### src/rtl/avalon_sysctrl_cmd_master.sv
// ---------------------------------------------------------------------------
// avalon_sysctrl_cmd_master
//
// Avalon-MM master that turns debug commands into single-beat read/write
// transactions on the sysctrl on-chip memory slave. The system-reset
// register sits at word address 0. Each accepted command produces exactly
// one response. Only one transaction can be outstanding at a time.
//
// Ports:
//   clk, reset_n         clock and asynchronous active-low reset
//   cmd_*                command channel (valid/ready); write flag, word
//                        address, write data and byte lanes
//   rsp_*                response channel (valid/ready); read data (0 for
//                        writes and aborts) and the timeout error flag
//   avm_*                Avalon-MM master interface with waitrequest
//   busy                 high whenever a transaction is in flight
//
// A slave that holds waitrequest high for TIMEOUT_CYCLES consecutive cycles
// is abandoned, and the response carries rsp_error. Setting TIMEOUT_CYCLES
// to 0 disables the timeout.
// ---------------------------------------------------------------------------
module avalon_sysctrl_cmd_master #(
  parameter int ADDR_W         = 8,
  parameter int READ_LATENCY   = 1,
  parameter int TIMEOUT_CYCLES = 256,
  parameter int TO_W           = 9
) (
  input  logic              clk,
  input  logic              reset_n,
  // command channel
  input  logic              cmd_valid,
  output logic              cmd_ready,
  input  logic              cmd_write,
  input  logic [ADDR_W-1:0] cmd_address,
  input  logic [31:0]       cmd_writedata,
  input  logic [3:0]        cmd_byteenable,
  // response channel
  output logic              rsp_valid,
  input  logic              rsp_ready,
  output logic [31:0]       rsp_readdata,
  output logic              rsp_error,
  // Avalon-MM master
  output logic [ADDR_W-1:0] avm_address,
  output logic [3:0]        avm_byteenable,
  output logic              avm_chipselect,
  output logic              avm_read,
  output logic              avm_write,
  output logic [31:0]       avm_writedata,
  input  logic [31:0]       avm_readdata,
  input  logic              avm_waitrequest,
  output logic              busy
);

  localparam logic [1:0] S_IDLE   = 2'd0;
  localparam logic [1:0] S_BUS    = 2'd1;
  localparam logic [1:0] S_RDWAIT = 2'd2;
  localparam logic [1:0] S_RESP   = 2'd3;

  // Final stalled-cycle count before the abort. The counter value equals the
  // number of stalled cycles already seen. The abort therefore fires in the
  // TIMEOUT_CYCLES-th stalled cycle, and the strobes drop on the following edge.
  localparam logic [TO_W-1:0] TO_LAST = TO_W'(TIMEOUT_CYCLES - 1);
  localparam logic [1:0]      LAT     = 2'(READ_LATENCY);

  logic [1:0]        state_q, state_d;
  logic              is_wr_q, is_wr_d;
  logic [ADDR_W-1:0] addr_q, addr_d;
  logic [3:0]        be_q, be_d;
  logic [31:0]       wdata_q, wdata_d;
  logic              cs_q, cs_d;
  logic              rd_q, rd_d;
  logic              wr_q, wr_d;
  logic [31:0]       rdata_q, rdata_d;
  logic              err_q, err_d;
  logic [TO_W-1:0]   to_cnt_q, to_cnt_d;
  logic [1:0]        lat_cnt_q, lat_cnt_d;
  logic              timed_out;

  assign timed_out = (TIMEOUT_CYCLES != 0) && avm_waitrequest && (to_cnt_q == TO_LAST);

  always_comb begin
    state_d   = state_q;
    is_wr_d   = is_wr_q;
    addr_d    = addr_q;
    be_d      = be_q;
    wdata_d   = wdata_q;
    cs_d      = cs_q;
    rd_d      = rd_q;
    wr_d      = wr_q;
    rdata_d   = rdata_q;
    err_d     = err_q;
    to_cnt_d  = to_cnt_q;
    lat_cnt_d = lat_cnt_q;
    case (state_q)
      S_IDLE: begin
        if (cmd_valid) begin
          state_d  = S_BUS;
          is_wr_d  = cmd_write;
          addr_d   = cmd_address;
          be_d     = cmd_byteenable;
          wdata_d  = cmd_writedata;
          cs_d     = 1'b1;
          rd_d     = ~cmd_write;
          wr_d     = cmd_write;
          rdata_d  = '0;
          err_d    = 1'b0;
          to_cnt_d = '0;
        end
      end
      S_BUS: begin
        // Acceptance takes priority over a timeout that expires in the same cycle.
        if (!avm_waitrequest) begin
          cs_d = 1'b0;
          rd_d = 1'b0;
          wr_d = 1'b0;
          if (is_wr_q) begin
            state_d = S_RESP;
          end else if (READ_LATENCY == 0) begin
            rdata_d = avm_readdata;
            state_d = S_RESP;
          end else begin
            // lat_cnt counts cycles since the accepting cycle.
            lat_cnt_d = 2'd1;
            state_d   = S_RDWAIT;
          end
        end else begin
          to_cnt_d = to_cnt_q + 1'b1;
          if (timed_out) begin
            cs_d    = 1'b0;
            rd_d    = 1'b0;
            wr_d    = 1'b0;
            err_d   = 1'b1;
            rdata_d = '0;
            state_d = S_RESP;
          end
        end
      end
      S_RDWAIT: begin
        if (lat_cnt_q == LAT) begin
          rdata_d   = avm_readdata;
          lat_cnt_d = 2'd0;
          state_d   = S_RESP;
        end else begin
          lat_cnt_d = lat_cnt_q + 1'b1;
        end
      end
      S_RESP: begin
        if (rsp_ready) state_d = S_IDLE;
      end
      default: state_d = S_IDLE;
    endcase
  end

  // The strobes are registers with async reset. A reset in mid-transaction
  // therefore drops them at once, without waiting for a clock edge.
  always_ff @(posedge clk or negedge reset_n) begin
    if (!reset_n) begin
      state_q   <= S_IDLE;
      is_wr_q   <= 1'b0;
      addr_q    <= '0;
      be_q      <= '0;
      wdata_q   <= '0;
      cs_q      <= 1'b0;
      rd_q      <= 1'b0;
      wr_q      <= 1'b0;
      rdata_q   <= '0;
      err_q     <= 1'b0;
      to_cnt_q  <= '0;
      lat_cnt_q <= '0;
    end else begin
      state_q   <= state_d;
      is_wr_q   <= is_wr_d;
      addr_q    <= addr_d;
      be_q      <= be_d;
      wdata_q   <= wdata_d;
      cs_q      <= cs_d;
      rd_q      <= rd_d;
      wr_q      <= wr_d;
      rdata_q   <= rdata_d;
      err_q     <= err_d;
      to_cnt_q  <= to_cnt_d;
      lat_cnt_q <= lat_cnt_d;
    end
  end

  assign cmd_ready      = (state_q == S_IDLE);
  assign busy           = (state_q != S_IDLE);
  assign rsp_valid      = (state_q == S_RESP);
  assign rsp_readdata   = rdata_q;
  assign rsp_error      = err_q;
  assign avm_address    = addr_q;
  assign avm_byteenable = be_q;
  assign avm_writedata  = wdata_q;
  assign avm_chipselect = cs_q;
  assign avm_read       = rd_q;
  assign avm_write      = wr_q;

endmodule

### config.mk
export PLATFORM = sky130hd
export DESIGN_NAME = avalon_sysctrl_cmd_master
export DESIGN_NICKNAME = d
export VERILOG_FILES = /design/src/rtl/avalon_sysctrl_cmd_master.sv
export SDC_FILE = /design/constraint.sdc
export NUM_CORES = 1
export LEC_CHECK = 0
export CORE_ASPECT_RATIO = 1.5
export CORE_MARGIN = 3
export CORE_UTILIZATION = 30
export CTS_CLUSTER_SIZE = 20
export DETAILED_ROUTE_END_ITERATION = 7
export GPL_TIMING_DRIVEN = 1
export PLACE_DENSITY = 0.57
export SYNTH_ARGS = -nofsm -noshare
export SYNTH_HDL_FRONTEND = slang
export SYNTH_SLANG_ARGS = --single-unit
### constraint.sdc
create_clock -name clk -period 3.15 [get_ports clk]
set_input_delay 0.63 -clock clk [delete_from_list [all_inputs] [get_ports clk]]
set_output_delay 0.63 -clock clk [all_outputs]
set_load 0.005 [all_outputs]
==> flow_metrics.env <==
export IMPL_area_growth_pct=51.6
export IMPL_coreArea_um2=13000
export IMPL_fp_dieW_um=100
export IMPL_synth_edf_count=0
export IMPL_r2r_start="to_cnt_q[0]"
export IMPL_grt_max_degree=54
export IMPL_start_kind="flop"
export IMPL_row_count=51
export IMPL_grt_usage_pct=13.6
export IMPL_cts_resized=0
export IMPL_synthArstFlopShare_pct=100
export IMPL_synth_ff_type="dfrtp_1"
export IMPL_ys_seq_elements=94
export IMPL_die_area_um2=14800
export IMPL_reg2reg_slack_ns=0.80
export IMPL_first_pass_iters=4
export IMPL_cts_sinks=94
export IMPL_synth_cells=328
export IMPL_synth_cell_types=36
export IMPL_htree_levels=3
export IMPL_antenna_found_initial=0
export IMPL_worst_hold_path_type="in -> async"
export IMPL_grt_pass1_wl_um=15900
export IMPL_grt_overflow_total=0
export IMPL_tns_ns=0
export IMPL_cts_tree="built"
export IMPL_start_util_pct=30.7
export IMPL_total_power_mw=5.54
export IMPL_period_needed_ns=2.39
export IMPL_synth_common_cells="94 x dfrtp_1, 72 x nand2_1, 45 x mux2_2"
export IMPL_status="finished, final reports clean"
export IMPL_clockBufferDepth=2
export IMPL_portBuffers=164
export IMPL_worstMarginPinSlew_ns=0.820
export IMPL_yosysMostFrequentCell="dfrtp_1"
export IMPL_synth_top_area_share_pct=58.9
export IMPL_clk_latency_ns=0.33
export IMPL_antenna_left=0
export IMPL_dr_total_vias=2975
export IMPL_die_height_um=147
export IMPL_r2r_end="rsp_readdata[0]"
export IMPL_final_hold_viol_count=0
export IMPL_clock_tree_root_cell="clkbuf_16"
export IMPL_clock_skew_final_ns=0.00588
export IMPL_cap_viol_max_count=0
export IMPL_syn_cell_area_um2=4000
export IMPL_nNetsFinal=576
export IMPL_postCtsHoldBufs=0
export IMPL_drt_iter0_drc=79
export IMPL_rr_worst_depth=9
export IMPL_wl_um=9680
export IMPL_n_antenna_cell=0
export IMPL_yosys_warnings=0
export IMPL_synthTopCellsByArea="dfrtp_1 59%, mux2_2 13%, nand2_1 6.8%"
export IMPL_drc=0
export IMPL_setup_violations=0
export IMPL_rsz0062_at_grt="false"
export IMPL_routed_via_density=4.56
export IMPL_powerDensity_nw_per_um2=913
export IMPL_fin_crit_sh_pct=75.9
export IMPL_timing_slew_headroom_pct=43.7
export IMPL_synth_yosys_seq_area_share_pct=58.9
export IMPL_drive_gt1_share_pct=19.7
export IMPL_finalMaxSlewViolations=0
export IMPL_ir_drop_uv=381
export IMPL_crit_type="reg -> out"
export IMPL_cts_made_buffers=9
export IMPL_num_io_pins=165
export IMPL_cp_max_fo=5
export IMPL_hpwl_um=7180
export IMPL_syn_nets=416
export IMPL_startpoint="state_q[0]"
export IMPL_leakagePower_nw=2.53
export IMPL_cp_end_kind="output pin"
export IMPL_postCtsSetupRepairBufs=0
export IMPL_cp_arrival_ns=1.76
export IMPL_place_congestion=0.728
export IMPL_avgSynthCellArea_um2=12.2
export IMPL_clkTransAtPathRegs_ns=0.06
export IMPL_grt_pass1_vias=3177
export IMPL_endpoint="busy"
export IMPL_synth_area_leader_cell="dfrtp_1"
export IMPL_worst_ep_required_time_ns=2.52
export IMPL_clock_fmax_mhz=418
export IMPL_wl_per_cell_um=14.8
[critical path, stage by stage (launching register included)]
cell and delay, ns:
dfrtp_1 0.42, inv_1 0.09, ha_1 0.28, inv_1 0.12, clkdlybuf4s50_1 0.52
[routing by layer]
layer | global-route usage [%] | vias up | wire length, um
met5 | 0 | - | 0
met4 | 4.79 | 0 | 189
met3 | 4.66 | 10 | 773
met2 | 24.0 | 100 | 5130
met1 | 14.8 | 1430 | 3590
li1 | - | 1435 | -
[placed cells by master (no fill, tap or decap), types with 4 or more instances in the layout]
cell / n
clkbuf_16: 9
clkdlybuf4s50_1: 163
clkinvlp_4: 4
dfrtp_1: 94
ha_1: 6
inv_1: 5
mux2_2: 45
nand2_1: 71
nand3_1: 4
nor2_1: 10
o21ai_0: 6
o21ai_1: 4
o21ai_2: 28
xnor2_1: 6
[worst min path at each step]
stage	depth (start not counted)	endpoint	slack [ns]
floorplan	0	avm_address[0]	0.33
global placement	2	rsp_readdata[23]	0.46
detailed placement	2	rsp_readdata[8]	0.46
CTS	1	rsp_readdata[9]	0.37
global route	1	rsp_readdata[9]	0.38
finish	1	rsp_readdata[9]	0.34
[kinds of logic after synthesis]
family / Yosys count / share of synthesized area (%)
XOR/XNOR: 6 / 1.31
buffers and inverters: 24 / 3.95
AND/OR/NAND/NOR: 100 / 10.6
multiplexers: 46 / 12.9
AO/OA/AOI/OAI: 52 / 10.5
adder cells (fa/ha/maj): 6 / 1.88
flip-flops: 94 / 58.9
[metrics by stage]
stage / instances / cell area [um^2] / hold slack [ns] / utilization [%] / setup slack, ns
2_1_floorplan: 328 / 4000 / 0.334 / - / 1.34
3_3_place_gp: 636 / 5770 / 0.462 / 44.3 / 0.597
3_5_place_dp: 636 / 5770 / 0.464 / 44.3 / 0.562
4_1_cts: 652 / 6060 / 0.368 / 46.5 / 0.727
5_1_grt: 652 / 6060 / 0.384 / 46.5 / 0.620
6_report: 652 / 6060 / 0.335 / 46.5 / 0.758
[layout make-up]
type / count / area [um^2]
clock buffers: 11 / 233
clock inverters: 5 / 60.1
fillers: 1244 / 6960
inverters: 5 / 18.8
multi-input cells: 210 / 1490
flip-flops and latches: 94 / 2350
well taps: 159 / 199
repair buffers: 168 / 1710
[state kept, by name (all words and copies together) (netlist names), 2 cells and up]
name,flops
rsp_readdata,32
avm_byteenable,4
to_cnt_q,9
avm_writedata,32
state_q,2
lat_cnt_q,2
avm_address,8
[where the power goes]
group          internal [mW]  total, mW  switching [mW]
Combinational           1.43       2.51            1.07
Clock                  0.616       1.07           0.451
Sequential              1.70       1.96           0.260
No activity file was read; power rests on OpenSTA's default activity.
